[src/rtl/romemu_pkg.sv]
// Shared definitions for the ROM emulator host link: command codes,
// per-command edge counts, FSM states and burst-shaping helpers.
package romemu_pkg;

    // Link command codes as seen on the emulator's command pins.
    typedef enum logic [2:0] {
        CMD_RESET    = 3'd0,
        CMD_SET_ADDR = 3'd1,
        CMD_INC_ADDR = 3'd2,
        CMD_SET_DATA = 3'd3,
        CMD_GET_DATA = 3'd4,
        CMD_SET_MODE = 3'd5,
        CMD_NOP      = 3'd6
    } cmd_e;

    // Link edges per command. The emulator's nibble counters depend on these
    // exact counts, so a burst is never shortened.
    localparam logic [3:0] EDGES_RESET    = 4'd1;
    localparam logic [3:0] EDGES_SET_ADDR = 4'd4;
    localparam logic [3:0] EDGES_INC_ADDR = 4'd1;
    localparam logic [3:0] EDGES_SET_DATA = 4'd3;
    localparam logic [3:0] EDGES_GET_DATA = 4'd9;
    localparam logic [3:0] EDGES_SET_MODE = 4'd1;
    localparam logic [3:0] EDGES_NOP      = 4'd1;

    // Read edges 1..8 each carry one data bit, LSB first.
    localparam logic [3:0] GET_FIRST_BIT = 4'd1;
    localparam logic [3:0] GET_LAST_BIT  = 4'd8;

    typedef enum logic [2:0] {
        ST_INIT,
        ST_IDLE,
        ST_LOW,
        ST_HIGH,
        ST_DONE
    } state_e;

    // Edges carrying the command itself, excluding any appended increment.
    function automatic logic [3:0] data_edges(cmd_e op);
        case (op)
            CMD_RESET:    return EDGES_RESET;
            CMD_SET_ADDR: return EDGES_SET_ADDR;
            CMD_INC_ADDR: return EDGES_INC_ADDR;
            CMD_SET_DATA: return EDGES_SET_DATA;
            CMD_GET_DATA: return EDGES_GET_DATA;
            CMD_SET_MODE: return EDGES_SET_MODE;
            default:      return EDGES_NOP;
        endcase
    endfunction

    // Only data transfers may append an address increment.
    function automatic logic has_auto_inc(cmd_e op, logic auto_inc);
        return auto_inc && ((op == CMD_SET_DATA) || (op == CMD_GET_DATA));
    endfunction

    function automatic logic [3:0] burst_edges(cmd_e op, logic auto_inc);
        return data_edges(op) + {3'b000, has_auto_inc(op, auto_inc)};
    endfunction

    // Command driven on edge k: the trailing edge of an auto-increment burst
    // switches to INC_ADDR.
    function automatic cmd_e edge_cmd(cmd_e op, logic auto_inc, logic [3:0] k);
        if (has_auto_inc(op, auto_inc) && (k == data_edges(op))) begin
            return CMD_INC_ADDR;
        end
        return op;
    endfunction

    // Nibble driven on edge k.
    function automatic logic [3:0] edge_nibble(cmd_e op, logic [3:0] k,
                                               logic [15:0] addr, logic [7:0] data);
        case (op)
            CMD_SET_ADDR: begin
                case (k)
                    4'd0:    return addr[3:0];
                    4'd1:    return addr[7:4];
                    4'd2:    return addr[11:8];
                    4'd3:    return addr[15:12];
                    default: return 4'h0;
                endcase
            end
            CMD_SET_DATA: begin
                // The third edge carries 0 and releases the write strobe.
                case (k)
                    4'd0:    return data[3:0];
                    4'd1:    return data[7:4];
                    default: return 4'h0;
                endcase
            end
            CMD_SET_MODE: return {3'b000, data[0]};
            default:      return 4'h0;
        endcase
    endfunction

endpackage

[src/rtl/romemu_link_timer.sv]
// Link-clock half-period timer: counts CLK_HALF system cycles per phase and
// flags the last cycle of each phase. Reloads itself so LOW and HIGH phases
// follow back to back once a burst has been started.
module romemu_link_timer #(
    parameter int CLK_HALF = 4
) (
    input  logic clk,
    input  logic rst_n,
    input  logic load,
    output logic phase_end
);

    localparam int CW = (CLK_HALF > 1) ? $clog2(CLK_HALF) : 1;
    localparam logic [CW-1:0] RELOAD = CW'(CLK_HALF - 1);

    logic [CW-1:0] cnt;

    // Down-counter: restart on burst start, wrap at the end of every phase.
    // NOTE: clocked state uses non-blocking assignments so every flop samples pre-edge values.
    always_ff @(posedge clk or negedge rst_n) begin
        if (!rst_n) begin
            cnt <= RELOAD;
        end else if (load || (cnt == '0)) begin
            cnt <= RELOAD;
        end else begin
            cnt <= cnt - CW'(1);
        end
    end

    assign phase_end = (cnt == '0);

endmodule

[src/rtl/romemu_host_link.sv]
// Host-side initiator for the ROM emulator's nibble-serial command link.
// Turns byte-level host requests into fixed-length bursts of link edges and
// shifts read data back in serially.
module romemu_host_link
    import romemu_pkg::*;
#(
    parameter int CLK_HALF = 4
) (
    input  logic        i_Clk,
    input  logic        i_nReset,
    input  logic        i_ReqValid,
    output logic        o_ReqReady,
    input  logic [2:0]  i_ReqOp,
    input  logic        i_ReqAutoInc,
    input  logic [15:0] i_ReqAddr,
    input  logic [7:0]  i_ReqData,
    output logic        o_RspValid,
    output logic [7:0]  o_RspData,
    output logic        o_TargetMode,
    output logic [2:0]  o_HCmd,
    output logic        o_HClk,
    output logic [3:0]  o_HData,
    input  logic        i_HData
);

    state_e      state, state_next;

    cmd_e        op_q;
    logic        auto_inc_q;
    logic [15:0] addr_q;
    logic [7:0]  data_q;

    cmd_e        cur_op;
    logic        cur_auto;
    logic [15:0] cur_addr;
    logic [7:0]  cur_data;

    logic [3:0]  edge_k, k_next;
    logic        burst_start, edge_end, phase_end;

    logic        hdata_meta, hdata_sync;
    logic [7:0]  shift_q;

    romemu_link_timer #(.CLK_HALF(CLK_HALF)) u_timer (
        .clk       (i_Clk),
        .rst_n     (i_nReset),
        .load      (burst_start),
        .phase_end (phase_end)
    );

    // Burst source: the self-issued reset in INIT, the live request in IDLE,
    // the latched request while a burst runs.
    // NOTE: every combinational output gets a default first, so no path leaves it unassigned and infers a latch.
    always_comb begin
        cur_op   = op_q;
        cur_auto = auto_inc_q;
        cur_addr = addr_q;
        cur_data = data_q;
        if (state == ST_INIT) begin
            cur_op   = CMD_RESET;
            cur_auto = 1'b0;
            cur_addr = '0;
            cur_data = '0;
        end else if (state == ST_IDLE) begin
            cur_op   = (i_ReqOp > 3'd6) ? CMD_NOP : cmd_e'(i_ReqOp);
            cur_auto = i_ReqAutoInc;
            cur_addr = i_ReqAddr;
            cur_data = i_ReqData;
        end
    end

    // Next-state logic and burst strobes.
    always_comb begin
        state_next  = state;
        burst_start = 1'b0;
        edge_end    = 1'b0;
        case (state)
            ST_INIT: begin
                burst_start = 1'b1;
                state_next  = ST_LOW;
            end
            ST_IDLE: begin
                if (i_ReqValid) begin
                    burst_start = 1'b1;
                    state_next  = ST_LOW;
                end
            end
            ST_LOW: begin
                if (phase_end) begin
                    state_next = ST_HIGH;
                end
            end
            ST_HIGH: begin
                if (phase_end) begin
                    edge_end   = 1'b1;
                    state_next = (edge_k == burst_edges(op_q, auto_inc_q) - 4'd1)
                                 ? ST_DONE : ST_LOW;
                end
            end
            ST_DONE: begin
                state_next = ST_IDLE;
            end
            default: begin
                state_next = ST_INIT;
            end
        endcase
    end

    assign k_next = burst_start ? 4'd0 : (edge_end ? edge_k + 4'd1 : edge_k);

    // State register; any reset restarts with the realigning RESET burst.
    always_ff @(posedge i_Clk or negedge i_nReset) begin
        if (!i_nReset) begin
            state <= ST_INIT;
        end else begin
            state <= state_next;
        end
    end

    // Latch the request and track the edge index within the burst.
    always_ff @(posedge i_Clk or negedge i_nReset) begin
        if (!i_nReset) begin
            op_q       <= CMD_NOP;
            auto_inc_q <= 1'b0;
            addr_q     <= '0;
            data_q     <= '0;
            edge_k     <= '0;
        end else begin
            if (burst_start) begin
                op_q       <= cur_op;
                auto_inc_q <= cur_auto;
                addr_q     <= cur_addr;
                data_q     <= cur_data;
            end
            edge_k <= k_next;
        end
    end

    // Link pins are registered; cmd and nibble change only on entry to LOW,
    // giving a full half period of setup and hold around the rising edge.
    always_ff @(posedge i_Clk or negedge i_nReset) begin
        if (!i_nReset) begin
            o_HCmd  <= CMD_NOP;
            o_HClk  <= 1'b0;
            o_HData <= '0;
        end else begin
            o_HClk <= (state_next == ST_HIGH);
            if ((state_next == ST_LOW) && (state != ST_LOW)) begin
                o_HCmd  <= edge_cmd(cur_op, cur_auto, k_next);
                o_HData <= edge_nibble(cur_op, k_next, cur_addr, cur_data);
            end else if (state_next == ST_DONE) begin
                o_HCmd <= CMD_NOP;
            end
        end
    end

    // Target mode mirrors the last SET_MODE sent; any RESET burst clears it.
    always_ff @(posedge i_Clk or negedge i_nReset) begin
        if (!i_nReset) begin
            o_TargetMode <= 1'b0;
        end else if (burst_start) begin
            if (cur_op == CMD_SET_MODE) begin
                o_TargetMode <= cur_data[0];
            end else if (cur_op == CMD_RESET) begin
                o_TargetMode <= 1'b0;
            end
        end
    end

    // Read-back: synchronize the serial bit, sample it on the last HIGH cycle
    // of read edges 1..8 and publish the byte after the eighth bit.
    always_ff @(posedge i_Clk or negedge i_nReset) begin
        if (!i_nReset) begin
            hdata_meta <= 1'b0;
            hdata_sync <= 1'b0;
            shift_q    <= '0;
            o_RspData  <= '0;
        end else begin
            hdata_meta <= i_HData;
            hdata_sync <= hdata_meta;
            if (edge_end && (op_q == CMD_GET_DATA) &&
                (edge_k >= GET_FIRST_BIT) && (edge_k <= GET_LAST_BIT)) begin
                shift_q <= {hdata_sync, shift_q[7:1]};
                if (edge_k == GET_LAST_BIT) begin
                    o_RspData <= {hdata_sync, shift_q[7:1]};
                end
            end
        end
    end

    assign o_ReqReady = (state == ST_IDLE);
    assign o_RspValid = (state == ST_DONE) && (op_q == CMD_GET_DATA);

endmodule
[config.mk]
export PLATFORM = sky130hd
export DESIGN_NAME = romemu_host_link
export DESIGN_NICKNAME = d
export VERILOG_FILES = /design/src/rtl/romemu_pkg.sv /design/src/rtl/romemu_link_timer.sv /design/src/rtl/romemu_host_link.sv
export SDC_FILE = /design/constraint.sdc
export NUM_CORES = 1
export LEC_CHECK = 0
export CAP_MARGIN = 20
export CORE_MARGIN = 5
export CORE_UTILIZATION = 49
export DETAILED_ROUTE_END_ITERATION = 12
export MAX_ROUTING_LAYER = met4
export PLACE_DENSITY = 0.76
export SYNTH_ARGS = -nofsm -noshare
export SYNTH_HDL_FRONTEND = slang
export SYNTH_SLANG_ARGS = --single-unit
[constraint.sdc]
create_clock -name i_Clk -period 3 [get_ports i_Clk]
set_clock_uncertainty 0.2 [all_clocks]
set_input_delay 0.9 -clock i_Clk [delete_from_list [all_inputs] [get_ports i_Clk]]
set_output_delay 0.9 -clock i_Clk [all_outputs]
set_load 0.01 [all_outputs]
# Yosys cells after proc, flatten, opt, wreduce, memory -nomap -nowiden
# Cells that the tools add are included.
# W data, S select, Z words.
[classes]
muxes = 37
add_sub_neg = 4
eq_ne = 21
n_bitwise = 0
div = 0
shifts = 0
n_reduce_logical = 19
multipliers = 0
magnitude_cmp = 3
[op_table]
columns = ["operator", "n"]
rows = [
  ["$pmux W4 S3", 3],
  ["$mux W3", 11],
  ["$mux W16", 2],
  ["$mux W4", 5],
  ["$eq A3 B2 Y1 const B", 6],
  ["$mux W8", 2],
  ["$pmux W4 S4", 1],
  ["$eq A3 B3 Y1 const B", 5],
  ["$pmux W3 S5", 1],
  ["$eq A3 B1 Y1 const B", 3],
  ["$mux W1", 9],
  ["$eq A4 B2 Y1 const B", 2],
  ["$eq A4 B4 Y1", 2],
  ["$logic_and A1 B1 Y1", 8],
  ["$pmux W4 S2", 1],
  ["$logic_not A3 Y1", 2],
  ["$add A4 B1 Y4", 1],
  ["$add A4 B1 Y4 const B", 1],
  ["$eq A4 B1 Y1 const B", 1],
  ["$eq A4 B4 Y1 const B", 1],
  ["$ge A4 B1 Y1 const B", 1],
  ["$le A4 B4 Y1 const B", 1],
  ["$logic_not A4 Y1", 1],
  ["$reduce_and A2 Y1", 2],
  ["other kinds (9)", 12],
]
[totals]
output_inout_bits = 19
elab_cells = 99
ram_bits = 0
mem_bits_ro = 0
mem_count = 0
inputBits = 32
register_bits = 64
latch_bits = 0

# Logic depth before layout (Yosys ltp)
# Gate-level depths: netlist of run 1.
[depth]
word_depth = 19
mapped_depth = 11

# Cells and area by module
# A second synthesis of run 1 with hierarchy kept.
[unflattened]
hier_cells = 373
hier_area_um2 = 3532.1
[modules_own_cells]
columns = ["mod", "seq_area_each_um2", "area_per_inst_um2", "cells_each", "n_inst"]
rows = [
  ["romemu_host_link", 1531.5, 3442.1, 366, 1],
  ["romemu_link_timer", 52.6, 90.1, 7, 1],
]

# Least setup slack after synthesis of run 1
# Ideal clock, no wire load.
[synth_timing]
kind = "reg2reg"
from = "register op_q[1]"
to = "register o_HData[2]"
stages_incl_launch_ff = 11
setup_ps = 99
path_buffers = 1
t_arrival_ps = 2542
slack_ps = 158
cell_sequence = "dfstp_2 clkbuf_1 nand3b_1 ha_1 xor2_1 o311ai_0 a2111oi_2 o211a_2 nor2_2 and2_1 a311oi_1"
[synth_between]
elab_chain_len = 12
elab_cells_between_ends = 22
cone_classes = "add/sub: 2; eq/ne: 8; mux: 9; reduce/logical: 3"
[synth_rtl]
columns = ["element", "line_no", "rtl"]
rows = [
  ["start, declared", "romemu_host_link.sv:28", "cmd_e op_q;"],
  ["start signal, assigned", "romemu_host_link.sv:130", "op_q <= cur_op;"],
  ["$eq A3 B3 Y1, or another cell as far along", "romemu_pkg.sv:40, romemu_pkg.sv:53", ""],
  ["$pmux W4 S3", "romemu_pkg.sv:40", "case (op)"],
  ["$mux W4", "romemu_host_link.sv:94", "if (phase_end) begin"],
  ["$mux W4", "romemu_host_link.sv:77", "case (state)"],
  ["$add A4 B1 Y4 (*)", "romemu_pkg.sv:57", "return data_edges(op) + {3'b000, has_auto_inc(op, auto_inc)};"],
  ["$sub A4 B1 Y4 (*)", "romemu_host_link.sv:96", "state_next = (edge_k == burst_edges(op_q, auto_inc_q) - 4'd1)"],
  ["$eq A4 B4 Y1 (*)", "romemu_host_link.sv:96", ""],
  ["$mux W3 (*)", "romemu_host_link.sv:97", "? ST_DONE : ST_LOW;"],
  ["$mux W3 (*)", "romemu_host_link.sv:94", ""],
  ["$pmux W3 S5 (*)", "romemu_host_link.sv:77", ""],
  ["via state_next[2]", "romemu_host_link.sv:26", "state_e state, state_next;"],
  ["$eq A3 B2 Y1 (*)", "romemu_host_link.sv:148", "if ((state_next == ST_LOW) && (state != ST_LOW)) begin"],
  ["$logic_and A1 B1 Y1 (*)", "romemu_host_link.sv:148", ""],
  ["end signal, assigned", "romemu_host_link.sv:150", "o_HData <= edge_nibble(cur_op, k_next, cur_addr, cur_data);"],
  ["end, declared", "romemu_host_link.sv:22", "output logic [3:0] o_HData,"],
]
# The timed path passes the listed nets; every way through them passes the cells marked *. The select of a mux whose other input is x is not followed.
# A chain may end at the register's enable or synchronous reset.

# Worst setup path after layout of run 1
[layout_timing]
from = "input port i_ReqValid"
to = "register o_HCmd[0]"
[layout_between]
elab_chain_len = 9
elab_cells_between_ends = 15
cone_classes = "eq/ne: 3; mux: 9; reduce/logical: 3"
[layout_rtl]
columns = ["element", "line_no", "rtl"]
rows = [
  ["start, declared", "romemu_host_link.sv:11", "input logic i_ReqValid,"],
  ["$mux W1", "romemu_host_link.sv:83", "if (i_ReqValid) begin"],
  ["$pmux W1 S2", "romemu_host_link.sv:77", ""],
  ["$mux W4", "romemu_host_link.sv:109", "assign k_next = burst_start ? 4'd0 : (edge_end ? edge_k + 4'd1 : edge_k);"],
  ["via k_next[3]", "romemu_host_link.sv:38", "logic [3:0] edge_k, k_next;"],
  ["$eq A4 B4 Y1", "romemu_pkg.sv:63", "if (has_auto_inc(op, auto_inc) && (k == data_edges(op))) begin"],
  ["$logic_and A1 B1 Y1", "romemu_pkg.sv:63", ""],
  ["$mux W1", "romemu_pkg.sv:63", ""],
  ["$mux W1", "romemu_host_link.sv:148", ""],
  ["$mux W3", "romemu_pkg.sv:66", "return op;"],
  ["$mux W3", "romemu_host_link.sv:148", ""],
  ["end signal, assigned", "romemu_host_link.sv:149", "o_HCmd <= edge_cmd(cur_op, cur_auto, k_next);"],
  ["end, declared", "romemu_host_link.sv:20", "output logic [2:0] o_HCmd,"],
]
# The timed path passes the listed nets, and every way through them passes these cells. The select of a mux whose other input is x is not followed.

==> results.cfg, run 1 <==
[floorplanning]
die-area_sq_um = 9070
fp.dieH_um = 95.2
die_width_um = 95.2
num_io_pins = 51
rows = 31
start_util_pct = 49.6
core-area_sq_um = 7180

[logic_synthesis]
synth_edf_count = 0
synth_ff_type = dfrtp_1
ys_ff_latch = 63
ys_warn_count = 0
netlist-cell-type-count = 66
async_flop_share_pct = 100
postSynthAreaPerCell_sq_um = 9.67
yosys-top-cells-count = nand2_1, dfrtp_1, a21oi_1
yosysMostFrequentCell = nand2_1
syn-num-nets = 405
synth_top_area_share_pct = 40.1
synth_top_area_cell = dfrtp_1
synth_seq_area_share_pct = 44.5
yosys-top-cells-area = dfrtp_1, nand2_1, a21oi_1, mux2_2, dfstp_2
synth_area_sq_um = 3560
syn_inst = 368

[layout]
nNetsFinal = 479
final_cells = 545
drive_above_1_share_pct = 22.2
area.growth.synth_to_final_pct = 27.7
design_area_sq_um = 4550
antennaDiodeCount = 0

[timing]
slew_violations = 0
hold_ws_ps = 159
relSlewSlack_pct = 58.1
fmax_mhz = 346
rsz0062_at_grt = no
setup_viol = 0
layout_min_cycle_time_ps = 2890
worst_pin_slew_ps = 625
fin_crit_sh_pct = 96.5
tns_ps = 0
hold_violations = 0

[clock_tree]
htree_levels = 3
clk_latency_ps = 340
clockBufferDepth = 2
cts.sinks = 63
cts_tree = done
path_clk_slew_ps = 70
postCtsHoldBufs = 0
root_buffer = clkbuf_8
numCtsBuffers = 9

[place]
portBuffers = 50
dp_cells = 528
place_area_sq_um = 4330
dp_hpwl_mm = 6.66
place.gp.congestion = 0.929

[grt]
grt_antenna_before_repair = 0
track_usage_pct = 22.7
grt_pass1_wl_mm = 15.3
overflow = 0
grt_max_degree = 64
first_global_vias = 3136

[power]
p_clk_share_pct = 44.8
p_leak_uw = 0.00194
irDropWorstVdd_mv = 0.264
power_frac_comb_pct = 4.4
intPower_uw = 1320
pwr-share-seq_pct = 50.8
switching_share_pct = 21.5
powerDensity_nw_per_um2 = 369
switchingPower_uw = 360

[setup_path]
r2r_cells = 10
crit_type = in -> reg
cp.required_ps = 3030
cp_max_fo = 6
worstSetupEndpointType = register
arrival_ps = 2930
cp-start-kind = input pin

[detailed_routing]
drc = 0
vias = 3084
viasPerCell = 5.66
drt_iter0_drc = 164
wirelength_mm = 9.09
ant_nets = 0
first_pass_iters = 4
wire_per_inst_um = 16.7

[worst_hold_path]
whs_path_depth = 0
hold_path_class = reg -> reg

[run_status]
status = finished clean

[run]
cap_viol_max_count = 0
repair_timing:
item                                    CTS  global route
setup buffers                             2             0
pin swaps                                 0             1
endpoints found under the setup margin    2             2
gates resized for setup                   1             0
stage by stage:
stage / util [%] / power [uW] / setup slack [ps]
2_1_floorplan: - / 871 / 158
3_3_place_gp: 60.4 / 940 / -125
3_5_place_dp: 60.4 / 941 / -230
4_1_cts: 63.3 / 1690 / 76.3
5_1_grt: 63.3 / 1740 / 26.8
6_report: 63.3 / 1680 / 106
worst max-delay path: stages:
cell and delay (ps):
clkdlybuf4s50_1 470, buf_4 190, nor2b_1 200, nor2_2 80, buf_4 170, a21oi_1 190
nor4b_2 280, o221ai_2 140, nor2b_4 140, a22o_1 170
cells in the final DEF, fill, tap and decap left out, types with 2 or more instances in the layout:
cell type,synthesis,layout
nor2b_1,3,3
dfrtp_1,57,57
dfstp_2,6,6
nand2_1,73,73
a31oi_1,7,7
and3_1,5,5
a311oi_1,5,5
inv_1,12,12
or3_1,2,2
nor2_1,20,20
nand2b_1,5,5
ha_1,5,5
o21ai_0,11,11
nand3b_1,2,2
a21oi_1,34,34
clkbuf_8,0,11
a21boi_0,2,2
nor3_2,1,2
clkdlybuf4s50_1,0,48
mux2i_1,3,3
and2_1,3,3
o21a_1,3,3
nor3_1,9,8
mux2_2,15,15
and3_4,2,2
a22oi_1,2,2
xnor2_1,4,4
or2_1,2,2
mux4_2,6,6
a22o_1,2,2
nor2_2,2,2
buf_4,1,34
nor3b_1,3,3
a211oi_1,4,4
nand3_1,6,6
worst paths after layout:
check                                    start    endpoint  slack [ps]
worst max-delay path                i_ReqValid   o_HCmd[0]         110
worst min-delay path                hdata_meta  hdata_sync         160
worst max register to register  u_timer.cnt[0]   o_HCmd[0]         200
worst min register to register      hdata_meta  hdata_sync         160
max in group asynchronous             i_nReset     op_q[2]        1910
min in group asynchronous             i_nReset   addr_q[2]         360
sequential cells by signal, summed over array words and instances (netlist names):
| register | flops |
|---|---|
| addr_q | 16 |
| data_q | 8 |
| o_RspData | 8 |
| shift_q | 7 |
| edge_k | 4 |
| o_HData | 4 |
| o_HCmd | 3 |
| op_q | 3 |
| state | 3 |
| u_timer.cnt | 2 |
| auto_inc_q | 1 |
| hdata_meta | 1 |
| hdata_sync | 1 |
| o_HClk | 1 |
| o_TargetMode | 1 |
kinds of logic (layout without fill, tap and decap cells):
family | after synthesis | in the layout | share of synthesized area [%]
compound gates | 90 | 90 | 18.6
fa+ha+maj | 5 | 5 | 1.76
simple gates | 145 | 145 | 19.9
xor+xnor | 5 | 5 | 1.23
buf+inv | 36 | 114 | 4.68
flops | 63 | 63 | 44.5
mux | 24 | 24 | 9.39
power groups by stage:
stage          Combinational (uW)  Clock, uW  Sequential, uW
6_report                     73.0        751             851
4_1_cts                      74.1        768             851
3_3_place_gp                 73.1          0             867
5_1_grt                      80.1        812             851
3_5_place_dp                 74.0          0             867
2_1_floorplan                3.25          0             867
area by class of cell:
class / count / area [sq um]
Clock buffer: 12 / 155
Clock inverter: 3 / 42.5
Fill cell: 576 / 2630
Inverter: 14 / 57.6
Multi-Input combinational cell: 269 / 1810
Sequential cell: 63 / 1580
Tap cell: 99 / 124
Timing Repair Buffer: 85 / 769
routing by layer:
layer  share of wire (%)  GRT usage [%]
met1                  42           29.1
met2                  51           34.9
met3                 4.6           4.50
met4                 2.5           10.3
met5                   0              -
Note: power is estimated with default switching activity, not from simulation.
==> inputs of run 2 (changes only) <==
--- a/config.mk
+++ b/config.mk
@@ -5,6 +5,7 @@
 export SDC_FILE = /design/constraint.sdc
 export NUM_CORES = 1
 export LEC_CHECK = 0
+export ABC_CLOCK_PERIOD_IN_PS = 3000
 export CAP_MARGIN = 20
 export CORE_MARGIN = 5
 export CORE_UTILIZATION = 49
==> results of run 2 <==
Final layout, timing and power as in run 1 (identical DEF).
